## src/rtl/cpu_bus_pkg.sv

```systemverilog
// Shared types and helpers for the CPU-side bus controller.
package cpu_bus_pkg;

  // Decoded target region; values 0..3 double as the mem_sel bit / mem_rdata slice index.
  typedef enum logic [2:0] {
    REG_RAM  = 3'd0,
    REG_IO   = 3'd1,
    REG_SRAM = 3'd2,
    REG_ROM  = 3'd3,
    REG_NONE = 3'd4
  } region_e;

  typedef enum logic [1:0] {
    IDLE,
    ACCESS,
    DONE
  } bus_state_e;

  // Region from the top three address bits (addr[15:13]).
  function automatic region_e decode_region(input logic [2:0] addr_top);
    case (addr_top)
      3'b000:  return REG_RAM;
      3'b001:  return REG_IO;
      3'b010:  return REG_NONE;
      3'b011:  return REG_SRAM;
      default: return REG_ROM;
    endcase
  endfunction

  // One-hot select for a region; open bus selects nothing.
  function automatic logic [3:0] region_sel(input region_e r);
    case (r)
      REG_RAM:  return 4'b0001;
      REG_IO:   return 4'b0010;
      REG_SRAM: return 4'b0100;
      REG_ROM:  return 4'b1000;
      default:  return 4'b0000;
    endcase
  endfunction

endpackage

```

## src/rtl/cpu_addr_decode.sv

```systemverilog
// Combinational address decoder: region plus mirrored, zero-extended local offset.
module cpu_addr_decode
  import cpu_bus_pkg::*;
#(
  parameter int unsigned ADDR_W  = 16,
  parameter int unsigned RAM_AW  = 11,
  parameter int unsigned IO_AW   = 3,
  parameter int unsigned SRAM_AW = 13,
  parameter int unsigned ROM_AW  = 15
) (
  input  logic [ADDR_W-1:0] addr,
  output region_e           region,
  output logic [ROM_AW-1:0] offset
);

  // Mirroring falls out of keeping only the low *_AW bits of the address.
  always_comb begin
    region = decode_region(addr[ADDR_W-1 -: 3]);
    offset = '0;
    case (region)
      REG_RAM:  offset = ROM_AW'(addr[RAM_AW-1:0]);
      REG_IO:   offset = ROM_AW'(addr[IO_AW-1:0]);
      REG_SRAM: offset = ROM_AW'(addr[SRAM_AW-1:0]);
      REG_ROM:  offset = addr[ROM_AW-1:0];
      default:  offset = '0;
    endcase
  end

endmodule

```

## src/rtl/cpu_bus_ctrl.sv

```systemverilog
// NES CPU bus controller: region decode, per-region wait states, open bus and error flagging.
module cpu_bus_ctrl
  import cpu_bus_pkg::*;
#(
  parameter int unsigned ADDR_W    = 16,
  parameter int unsigned DATA_W    = 8,
  parameter int unsigned RAM_AW    = 11,
  parameter int unsigned IO_AW     = 3,
  parameter int unsigned SRAM_AW   = 13,
  parameter int unsigned ROM_AW    = 15,
  parameter int unsigned RAM_WAIT  = 0,
  parameter int unsigned IO_WAIT   = 1,
  parameter int unsigned SRAM_WAIT = 1,
  parameter int unsigned ROM_WAIT  = 2
) (
  input  logic                clk,
  input  logic                rst,
  input  logic [ADDR_W-1:0]   cpu_addr_out,
  input  logic [DATA_W-1:0]   cpu_data_out,
  input  logic                ren,
  input  logic                wen,
  output logic [DATA_W-1:0]   cpu_data_in,
  output logic                rdy,
  output logic                ack,
  output logic                bus_err,
  output logic [3:0]          mem_sel,
  output logic [ROM_AW-1:0]   mem_addr,
  output logic [DATA_W-1:0]   mem_wdata,
  output logic                mem_re,
  output logic                mem_we,
  input  logic [4*DATA_W-1:0] mem_rdata
);

  bus_state_e        state_q;
  region_e           region_q;
  region_e           dec_region;
  logic [ROM_AW-1:0] dec_offset;
  logic              write_q;
  logic              pend_err_q;
  logic [3:0]        cnt_q;
  logic [DATA_W-1:0] rd_slice;

  cpu_addr_decode #(
    .ADDR_W  (ADDR_W),
    .RAM_AW  (RAM_AW),
    .IO_AW   (IO_AW),
    .SRAM_AW (SRAM_AW),
    .ROM_AW  (ROM_AW)
  ) u_decode (
    .addr   (cpu_addr_out),
    .region (dec_region),
    .offset (dec_offset)
  );

  function automatic logic [3:0] region_wait(input region_e r);
    case (r)
      REG_RAM:  return 4'(RAM_WAIT);
      REG_IO:   return 4'(IO_WAIT);
      REG_SRAM: return 4'(SRAM_WAIT);
      REG_ROM:  return 4'(ROM_WAIT);
      default:  return 4'd0;
    endcase
  endfunction

  assign rdy      = (state_q == IDLE);
  // Only meaningful for mapped regions; open-bus reads never use it.
  assign rd_slice = mem_rdata[DATA_W * 32'(region_q[1:0]) +: DATA_W];

  // Access FSM with wait counter, registered strobes and read-data latch.
  always_ff @(posedge clk) begin
    if (rst) begin
      state_q     <= IDLE;
      region_q    <= REG_NONE;
      write_q     <= 1'b0;
      pend_err_q  <= 1'b0;
      cnt_q       <= 4'd0;
      ack         <= 1'b0;
      bus_err     <= 1'b0;
      mem_sel     <= 4'b0000;
      mem_re      <= 1'b0;
      mem_we      <= 1'b0;
      mem_addr    <= '0;
      mem_wdata   <= '0;
      cpu_data_in <= '0;
    end else begin
      ack     <= 1'b0;
      bus_err <= 1'b0;
      case (state_q)
        IDLE: begin
          if (ren || wen) begin
            region_q   <= dec_region;
            write_q    <= wen;
            // Conflicting request or ROM write completes with an error.
            pend_err_q <= (ren && wen) || (wen && dec_region == REG_ROM);
            cnt_q      <= region_wait(dec_region);
            mem_sel    <= region_sel(dec_region);
            mem_addr   <= dec_offset;
            mem_wdata  <= cpu_data_out;
            mem_re     <= !wen && dec_region != REG_NONE;
            mem_we     <= wen && dec_region != REG_NONE && dec_region != REG_ROM;
            state_q    <= ACCESS;
          end
        end
        ACCESS: begin
          if (cnt_q != 4'd0) begin
            cnt_q <= cnt_q - 4'd1;
          end else begin
            if (!write_q && region_q != REG_NONE) begin
              cpu_data_in <= rd_slice;
            end
            mem_sel <= 4'b0000;
            mem_re  <= 1'b0;
            mem_we  <= 1'b0;
            ack     <= 1'b1;
            bus_err <= pend_err_q;
            state_q <= DONE;
          end
        end
        DONE:    state_q <= IDLE;
        default: state_q <= IDLE;
      endcase
    end
  end

endmodule

```

## config.mk

```make
export PLATFORM = sky130hd
export DESIGN_NAME = cpu_bus_ctrl
export DESIGN_NICKNAME = d
export VERILOG_FILES = /design/src/rtl/cpu_bus_pkg.sv /design/src/rtl/cpu_addr_decode.sv /design/src/rtl/cpu_bus_ctrl.sv
export SDC_FILE = /design/constraint.sdc
export NUM_CORES = 1
export LEC_CHECK = 0
export BUFFER_PORTS_ARGS = -buffer_cell sky130_fd_sc_hd__buf_2
export CORE_ASPECT_RATIO = 0.5
export CORE_MARGIN = 5
export CORE_UTILIZATION = 46
export DETAILED_ROUTE_END_ITERATION = 10
export GPL_ROUTABILITY_DRIVEN = 1
export MAX_ROUTING_LAYER = met4
export PLACE_DENSITY = 0.79
export SLEW_MARGIN = 20
export SYNTH_ARGS = -nofsm -noshare
export SYNTH_HDL_FRONTEND = slang
export SYNTH_SLANG_ARGS = --single-unit
```

## constraint.sdc

```tcl
create_clock -name clk -period 2.65 [get_ports clk]
set_clock_uncertainty 0.05 [all_clocks]
set_input_delay 0.3975 -clock clk [delete_from_list [all_inputs] [get_ports clk]]
set_output_delay 0.3975 -clock clk [all_outputs]
set_load 0.02 [all_outputs]
```

# == Yosys cells after proc, flatten, opt, wreduce, memory -nomap -nowiden ==
# Index checks and enable logic that the tools add are counted.
# totals
reg_bits,50
in_bits,60
output_inout_bits,40
# classes
add_sub_neg,1
n_eq_ne,13
shift,1
muxes,19
bitwise,2
reduce_logical,23
# ops
op,n
15-bit one-hot mux with 4 select lines,1
32-bit by 6-bit variable part select with 8-bit output,1
4-bit two-way mux,4
4-bit one-hot mux with 2 select lines,2
4-bit one-hot mux with 4 select lines,1
3-bit by 2-bit equality test with 1-bit output (second input constant),4
3-bit one-hot mux with 4 select lines,1
3-bit AND reduction,3
2-bit one-hot mux with 2 select lines,2
3-bit by 1-bit equality test with 1-bit output (second input constant),2
1-bit logical AND,6
3-bit logical NOT,2
3-bit != test (second input constant),2
1-bit two-way mux,4
2-bit two-way mux,2
2-bit != test (second input constant),2
1-bit one-hot mux with 2 select lines,2
2-bit AND reduction,2
4-bit nonzero test,1
2-bit OR reduction,2
4-bit by 1-bit subtractor with 4-bit output (second input constant),1
3-bit by 2-bit != test with 1-bit output (second input constant),1
3-bit OR reduction,1
2-bit by 1-bit equality test with 1-bit output (second input constant),1
other kinds (6),9

# == Logic depth before layout (Yosys ltp) ==
# Gate-level depths: netlist (run 1).
# logic_depth
word_depth,7
ltp_mapped,6
mapped_depth_nobuf,6

# == By module ==
# A second synthesis (run 1) with hierarchy kept.
# unflattened
hier_cells,253
hier_area_um2,2259.7
# by_module_without_submodules
module,instances,cells_per_inst,area_each_um2,seq_area_each_um2
cpu_bus_ctrl,1,231,2103.3,1001.0
cpu_addr_decode,1,22,156.4,0.0

# == Least setup slack after synthesis (run 1) ==
# Ideal clock, no wire load.
# synth_path
path_type,register to register
start,register cnt_q[0]
end,register cpu_data_in[0]
setup_time_ns,0.124
arrival_ns,1.735
required_ns,2.476
setup_slack_ns,0.740
stages_incl_launch_ff,7
n_path_buf,0
cell_sequence,dfxtp_1 > inv_1 > ha_1 > or3b_4 > a2111oi_4 > mux2i_1 > nor2_1
# synth_via
elab_chain_len,3
# synth_lines
item,line_no,text
start: declaration,cpu_bus_ctrl.sv:40,logic [3:0] cnt_q;
start signal: assignment,cpu_bus_ctrl.sv:95,cnt_q <= region_wait(dec_region);
start signal: assignment,cpu_bus_ctrl.sv:106,cnt_q <= cnt_q - 4'd1;
4-bit nonzero test,cpu_bus_ctrl.sv:105,if (cnt_q != 4'd0) begin
1-bit NOT (no line),-,
3-bit AND reduction (no line),-,
end signal: assignment,cpu_bus_ctrl.sv:109,cpu_data_in <= rd_slice;
end: declaration,cpu_bus_ctrl.sv:22,"output logic [DATA_W-1:0] cpu_data_in,"
# Every way passes these cells.
# A chain may end at the register's enable or synchronous reset.

# == Worst setup path in the final report (run 1) ==
# layout_path
start,register cnt_q[0]
end,register cpu_data_in[1]
# Same word-level chain as after synthesis.

==> summary.txt, run 1 <==
Outcome
  – Status: complete, no violations

Drt
  – Routed vias/inst: 5.27
  – Wire per inst: 14.6 um
  – DRT Wirelength: around 5600 um
  – Post-route ant nets: 0
  – TritonRoute pass-1 iters: 4
  – DR iter-0 viols: 180
  – Routed via count: between 2,000 and 2,500
  – DRC: 0

Clocking
  – Root buf cell: clkbuf_8
  – Clock Sinks: 50
  – TritonCTS Buffers: 5
  – Longest Clk Path Bufs: 2
  – CTS tree: yes
  – Hold-fix buffers at CTS: 0
  – CTS H-tree depth: 2
  – Worst-skew pair later-pin latency: 0.31 ns
  – Cts repair resizes: 0
  – Post-CTS Setup Inserts: 0
  – Worst-path clk slew: 0.10 ns

Min path
  – Hold WC Path Type: in -> reg

Final layout
  – Share of cells above drive strength 1: 38.3%
  – Register area: 0.00100 mm^2
  – Layout fillers: 376
  – Ant diodes: 0
  – Multi-input logic area: approximately 0.0011 mm^2
  – Non-filler cells, final: 383
  – Most frequent cells in the layout: 99 x buf_2, 50 x dfxtp_1, 32 x nor2_1, 25 x nand2_1, 22 x a21oi_1
  – Most common cell after layout, fill and taps aside: buf_2
  – Nets: 387
  – Layout overhead on the synthesized area: 29.1%

Timing
  – RSZ-0062 raised after global routing: false
  – Slew Viols, Final: 0
  – Tmin final: 2.15 ns
  – Max Clk Rate: 465 MHz
  – Final Setup Violations: 0
  – Tcrit/Tclk final: between 80% and 90%
  – Worst Tran Pin Value: 0.769 ns
  – Final Hold Viols: 0
  – Setup TNS: 0 ns
  – Slew headroom: 48.7%

Floorplanning
  – Die X: 107 um
  – Initial Util: 48.4%
  – DIE AREA: between 0.006 and 0.007 mm^2
  – Die Y-Extent: 58.5 um
  – Core Area: between 0.004 and 0.005 mm^2
  – I/O pins: 100
  – Std-Cell Rows: 17

Flow run
  – Maxcap violations: 0

Synth
  – XOR/XNOR Fraction of Synth Area: 0.810%
  – Register area share after synthesis: a little under half
  – Adder-Cell Fraction of Synth Area: 1.16%
  – Syn nets: 290
  – Synth unique cells: 37
  – Number of enable flip-flop cells after synthesis: 0
  – Area fraction in compound gates after synthesis: 15.2%
  – Post-Synthesis Cells: 228
  – Post-Synth Simple-Gate Area: 19.4%
  – Multiplexer area fraction after synthesis: 12.0%
  – Top FF cell, synth: dfxtp_1
  – Post-synthesis cell area: 0.00216 mm^2
  – Avg Cell Area, Syn: ~9.5 um^2
  – Synthesis warning total: 0
  – Ys async rst share: 0%
  – Largest family of logic cells by synthesized area: simple AND/OR/NAND/NOR gates
  – #FFs+latches synth: 50

Power
  – Cell-internal power: 1.35 mW
  – Net Sw Power: 640 uW
  – Clk pwr share: between 20 and 30%
  – Max VDD drop: approximately 0.32 mV
  – PwrDens: 713 mW/mm^2
  – Seq pwr share: 43.8%
  – Total chip power: about 2.0 mW
  – Sw frac: approximately 32%
  – Combinational power share: 28.4%
  – Pleak: 1.29 nW

Global routing
  – Largest net degree at the start of global routing: 35
  – Vias in the first global route: 1,977
  – First-pass GRT wire length: roughly 9200 um
  – Initial antenna violation count: 0
  – Total GRT Usage: 18.8%
  – Total gr overflow: 0

Worst setup path
  – CP endpoint kind: flop
  – Worst setup path start: cnt_q[0]
  – Worst-case reg-to-reg path depth: 6
  – CP max FO: 8
  – Worst Path Arrival: 2.30 ns
  – Reg2reg end: cpu_data_in[1]
  – Critical Path Sink: cpu_data_in[1]
  – Crit path required time: 2.80 ns
  – Setup CP Type: reg -> reg
  – R2R Path Start: cnt_q[0]
  – Worst Setup Start Kind: flop
  – Register-to-register setup slack: 0.50 ns

Place
  – Final GP Congestion: slightly below 0.9
  – Hpwl dp: 4200 um
  – Port buffer count: just under 100
  – Placed Instances: between 300 and 400
## worst max-delay path, cell delays in order, from the launching register on
cell	delay, ns
dfxtp_1	0.33
inv_1	0.13
ha_1	0.18
or3b_4	0.41
a2111oi_4	0.61
mux2i_1	0.28
nor2_1	0.06
## kinds of logic after synthesis
group	count (synthesis)
xor+xnor	2
compound gates	47
buf+inv	19
simple gates	92
mux	16
fa+ha+maj	2
flops	50
## synthesized netlist by cell type (all sizes together) (3+ instances only)
master   instances  area [um^2]
inv              5         18.8
mux2i            8         80.1
nand3           19         95.1
clkbuf           9         53.8
dfxtp           50         1000
nand2           25         93.8
a22oi            7         52.6
nor2            32          120
mux4             8          180
a21oi           22          110
a2bb2oi          8         70.1
buf              3         20.0
nor3             4         20.0
## layout make-up
type                       instances  share of cell area [%]
multi-input combinational        159                    37.7
clock inverter                     3                    1.70
sequential                        50                    35.9
tap                               57                    2.55
timing repair buffer             104                    19.1
inverter                           5                   0.672
clock buffer                       5                    2.47
## power by group through the flow
stage               clock [mW]  combinational, mW  sequential [mW]
global route             0.592              0.619            0.881
finish                   0.554              0.565            0.872
global placement             0              0.548            0.885
floorplan                    0              0.337            0.942
CTS                      0.560              0.569            0.872
detailed placement           0              0.564            0.889
## metrics by stage
| step | cell area, um^2 | hold WS [ns] | worst slack (ns) | util (%) |
|---|---|---|---|---|
| global route | 2790 | 0.269 | 0.410 | 62.5 |
| detailed placement | 2680 | 0.400 | 0.508 | 59.9 |
| global placement | 2680 | 0.387 | 0.631 | 59.9 |
| CTS | 2790 | 0.259 | 0.486 | 62.5 |
| finish | 2790 | 0.264 | 0.499 | 62.5 |
| floorplan | 2160 | 0.377 | 0.740 | - |
## state kept, by name (all words and copies together), names as in the netlist
name         cells
cnt_q            4
bus_err          1
mem_we           1
mem_re           1
mem_wdata        8
mem_addr        15
state_q          2
pend_err_q       1
mem_sel          4
region_q         3
cpu_data_in      8
write_q          1
ack              1
## how the worst min path moves through the flow
| stage | startpoint | to | slack (ns) | cells past startpoint |
|---|---|---|---|---|
| after global routing | cpu_data_out[6] | mem_wdata[6] | 0.27 | 3 |
| after floorplan | pend_err_q | pend_err_q | 0.38 | 2 |
| after CTS | cpu_data_out[5] | mem_wdata[5] | 0.26 | 3 |
| after detailed placement | mem_wdata[4] | mem_wdata[4] | 0.40 | 2 |
| after global placement | mem_addr[14] | mem_addr[14] | 0.39 | 2 |
| final | cpu_data_out[5] | mem_wdata[5] | 0.26 | 3 |
## routing by layer
metal | up-vias | global-route usage [%] | routed length, um
met1 | 948 | 21.8 | 2400
met3 | 9 | 3.72 | 278
met5 | - | - | 0
met2 | 63 | 33.8 | 2860
li1 | 999 | - | -
met4 | 0 | 4.92 | 65
No activity file was read; power rests on OpenSTA's default activity.
==> run 2: changes to the inputs <==
- CORE_UTILIZATION: 46 -> 42
- PLACE_DENSITY: 0.79 -> 0.76
- clock period: 2.65 -> 1.75 ns (I/O delays scaled with it)
==> run 2 against run 1 <==
Critical path depth is 1 higher. Non-clock buffer count is 12 higher. Wire length is 6.3% higher. Final area is 5.4% higher. Setup slack worse by 0.49 ns. Count of clock-buffer cells in the layout stayed put. First-iteration DRC count is 52% lower. Fmax is 23% higher. Sequential cell count stayed put.
==> summary.txt, run 2 (same netlist as run 1, synthesis figures left out) <==
Drt
  – Routed via count: 2,106 (+4.3%)
  – TritonRoute pass-1 iters: 4 (unchanged)
  – Wire per inst: 14.6 um (-0.20%)
  – Post-route ant nets: 0 (unchanged)
  – DR iter-0 viols: 86 (-52%)
  – Routed vias/inst: 5.16 (-2.1%)
  – DRC: 0 (unchanged)
  – DRT Wirelength: 5960 um (+6.3%)

Place
  – Placement Cell Area: 0.00278 mm^2 (+3.9%)
  – Hpwl dp: 4550 um (+8.3%)
  – Final GP Congestion: 0.836 (-3.9%)
  – Port buffer count: 99 (unchanged)

Final layout
  – Largest register FFs: 15 (unchanged)
  – Layout overhead on the synthesized area: 36.1%
  – Most common cell after layout, fill and taps aside: buf_2
  – Share of cells above drive strength 1: 42.3% (+4.0 points)
  – Design area: 0.00294 mm^2 (+5.4%)
  – Nets: 399 (+3.1%)
  – Most frequent cells in the layout: 98 x buf_2, 48 x dfxtp_1, 32 x nor2_1, 25 x nand2_1, 22 x a21oi_1
  – Largest Register: mem_addr
  – Ant diodes: 0 (unchanged)
  – Top flop regs: mem_addr x15, cpu_data_in x8, mem_wdata x8

Power
  – Total chip power: 3.12 mW (+57%)
  – Pleak: 1.36 nW (+5.4%)
  – PwrDens: 1060 mW/mm^2 (+49%)
  – Max VDD drop: 0.627 mV (+97%)

Floorplanning
  – Core Area: 0.00495 mm^2 (+11%)
  – I/O pins: 100 (unchanged)
  – Initial Util: 43.6% (-4.8 points)
  – DIE AREA: 0.00677 mm^2 (+8.2%)
  – Die Y-Extent: 60.7 um (+3.9%)
  – Die X: 111 um (+4.2%)
  – Std-Cell Rows: 18 (+1)

Worst setup path
  – Worst Path Arrival: 1.90 ns (-0.40 ns)
  – CP max FO: 8 (unchanged)
  – CP endpoint kind: flop
  – Crit path max-delay cell type: or3b_4
  – Worst Setup Start Kind: flop
  – Worst-case reg-to-reg path depth: 7 (+1)
  – Critical-path cell list: inv_2, ha_4, or3b_4, a2111oi_4, buf_6, mux2i_1, nor2_1
  – Setup CP Type: reg -> reg
  – CP max stage delay: 0.39 ns (-0.22 ns)
  – Crit path required time: 1.91 ns (-0.89 ns)

Clocking
  – CTS H-tree depth: 2 (unchanged)
  – Hold-fix buffers at CTS: 0 (unchanged)
  – Worst-skew pair later-pin latency: 0.31 ns (about the same)
  – Clock Sinks: 50 (unchanged)
  – Longest Clk Path Bufs: 2 (unchanged)
  – CTS tree: yes
  – TritonCTS Buffers: 5 (unchanged)
  – Root buf cell: clkbuf_8
  – Worst-path clk slew: 0.10 ns (about the same)

Timing
  – RSZ-0062 raised after global routing: true
  – Tcrit/Tclk final: 99.6% (+18 points)
  – Tmin final: 1.74 ns (-0.409 ns)
  – Max Clk Rate: 574 MHz (+23%)
  – Slew Viols, Final: 0 (unchanged)
  – Worst Tran Pin Value: 0.384 ns (-0.385 ns)
  – Final Hold Viols: 0 (unchanged)
  – Slew headroom: 74.2% (+25 points)
  – Final Setup Violations: 0 (unchanged)

Global routing
  – Initial antenna violation count: 0 (unchanged)
  – Vias in the first global route: 2,092 (+5.8%)
  – Total GRT Usage: 18.5% (-0.30 points)
  – Total gr overflow: 0 (unchanged)
  – Largest net degree at the start of global routing: 24 (-31%)
  – First-pass GRT wire length: 9630 um (+4.9%)

Flow run
  – Maxcap violations: 0 (unchanged)

Min path
  – Hold Path Depth: 3 (unchanged)
  – Hold WC Path Type: in -> reg

Outcome
  – Status: complete, no violations
-- run 2: changes by cell type in the layout (fill, tap and decap cells not counted), moves of 2 or more --
cell     previous run  this run
inv_2               0         2
buf_4               5        15
dfxtp_1            50        48
dfxtp_2             0         2
inv_1               5         2
-- run 2: area by class of cell --
type	instances	area, um^2
fill	444	2010
tap	70	87.6
multi-input combinational	159	1060
clock inverter	3	47.5
timing repair buffer	116	649
sequential	50	1000
clock buffer	5	68.8
inverter	5	21.3
-- run 2: path summary, 6_finish.rpt --
check	slack (ns)	end	startpoint
max	0.007	cpu_data_in[0]	cnt_q[0]
min	0.13	mem_wdata[5]	cpu_data_out[5]
max reg2reg	0.007	cpu_data_in[0]	cnt_q[0]
min reg2reg	0.41	mem_wdata[0]	mem_wdata[0]
-- run 2: what timing repair did --
item / in CTS / in global routing
endpoints found under the hold margin: 0 / 0
resized for setup: 8 / 3
endpoints found under the setup margin: 9 / 9
setup buffers: 2 / 0
-- run 2: worst max-delay path: cells and delay by family (launching register included) --
family	cells	cell delay (ns)
AOI/OAI and AO/OA	1	0.22
adders and majority gates	1	0.13
DFF	1	0.34
muxes	1	0.20
buffers and inverters	2	0.27
and+or+nand+nor	2	0.44
-- run 2: power by group --
part	leakage (nW)	internal [mW]	switching (mW)
logic	0.892	0.435	0.530
clock network	0.0587	0.434	0.405
registers	0.410	1.25	0.0647
total	1.36	2.12	0.999
-- run 2: metal layers --
metal	vias up	GRT usage [%]	routed length [um]	part of all wire, %
met5	-	-	0	0
met4	0	7.45	84	1.4
met3	11	4.58	423	7.1
met2	72	34.4	3140	53
met1	994	19.5	2310	39
li1	1029	-	-	-
-- run 2: stage by stage --
step           setup slack, ns  std cells  TNS, ns  utilization (%)  hold slack [ns]
3_5_place_dp           -0.0917        398   -0.536             56.1            0.395
2_1_floorplan           -0.130        228    -1.03                -            0.292
3_3_place_gp            0.0305        398        0             56.1            0.388
5_1_grt                -0.0999        408   -0.597             59.4            0.132
6_report               0.00738        408        0             59.4            0.133
4_1_cts                -0.0174        408  -0.0174             59.2            0.123
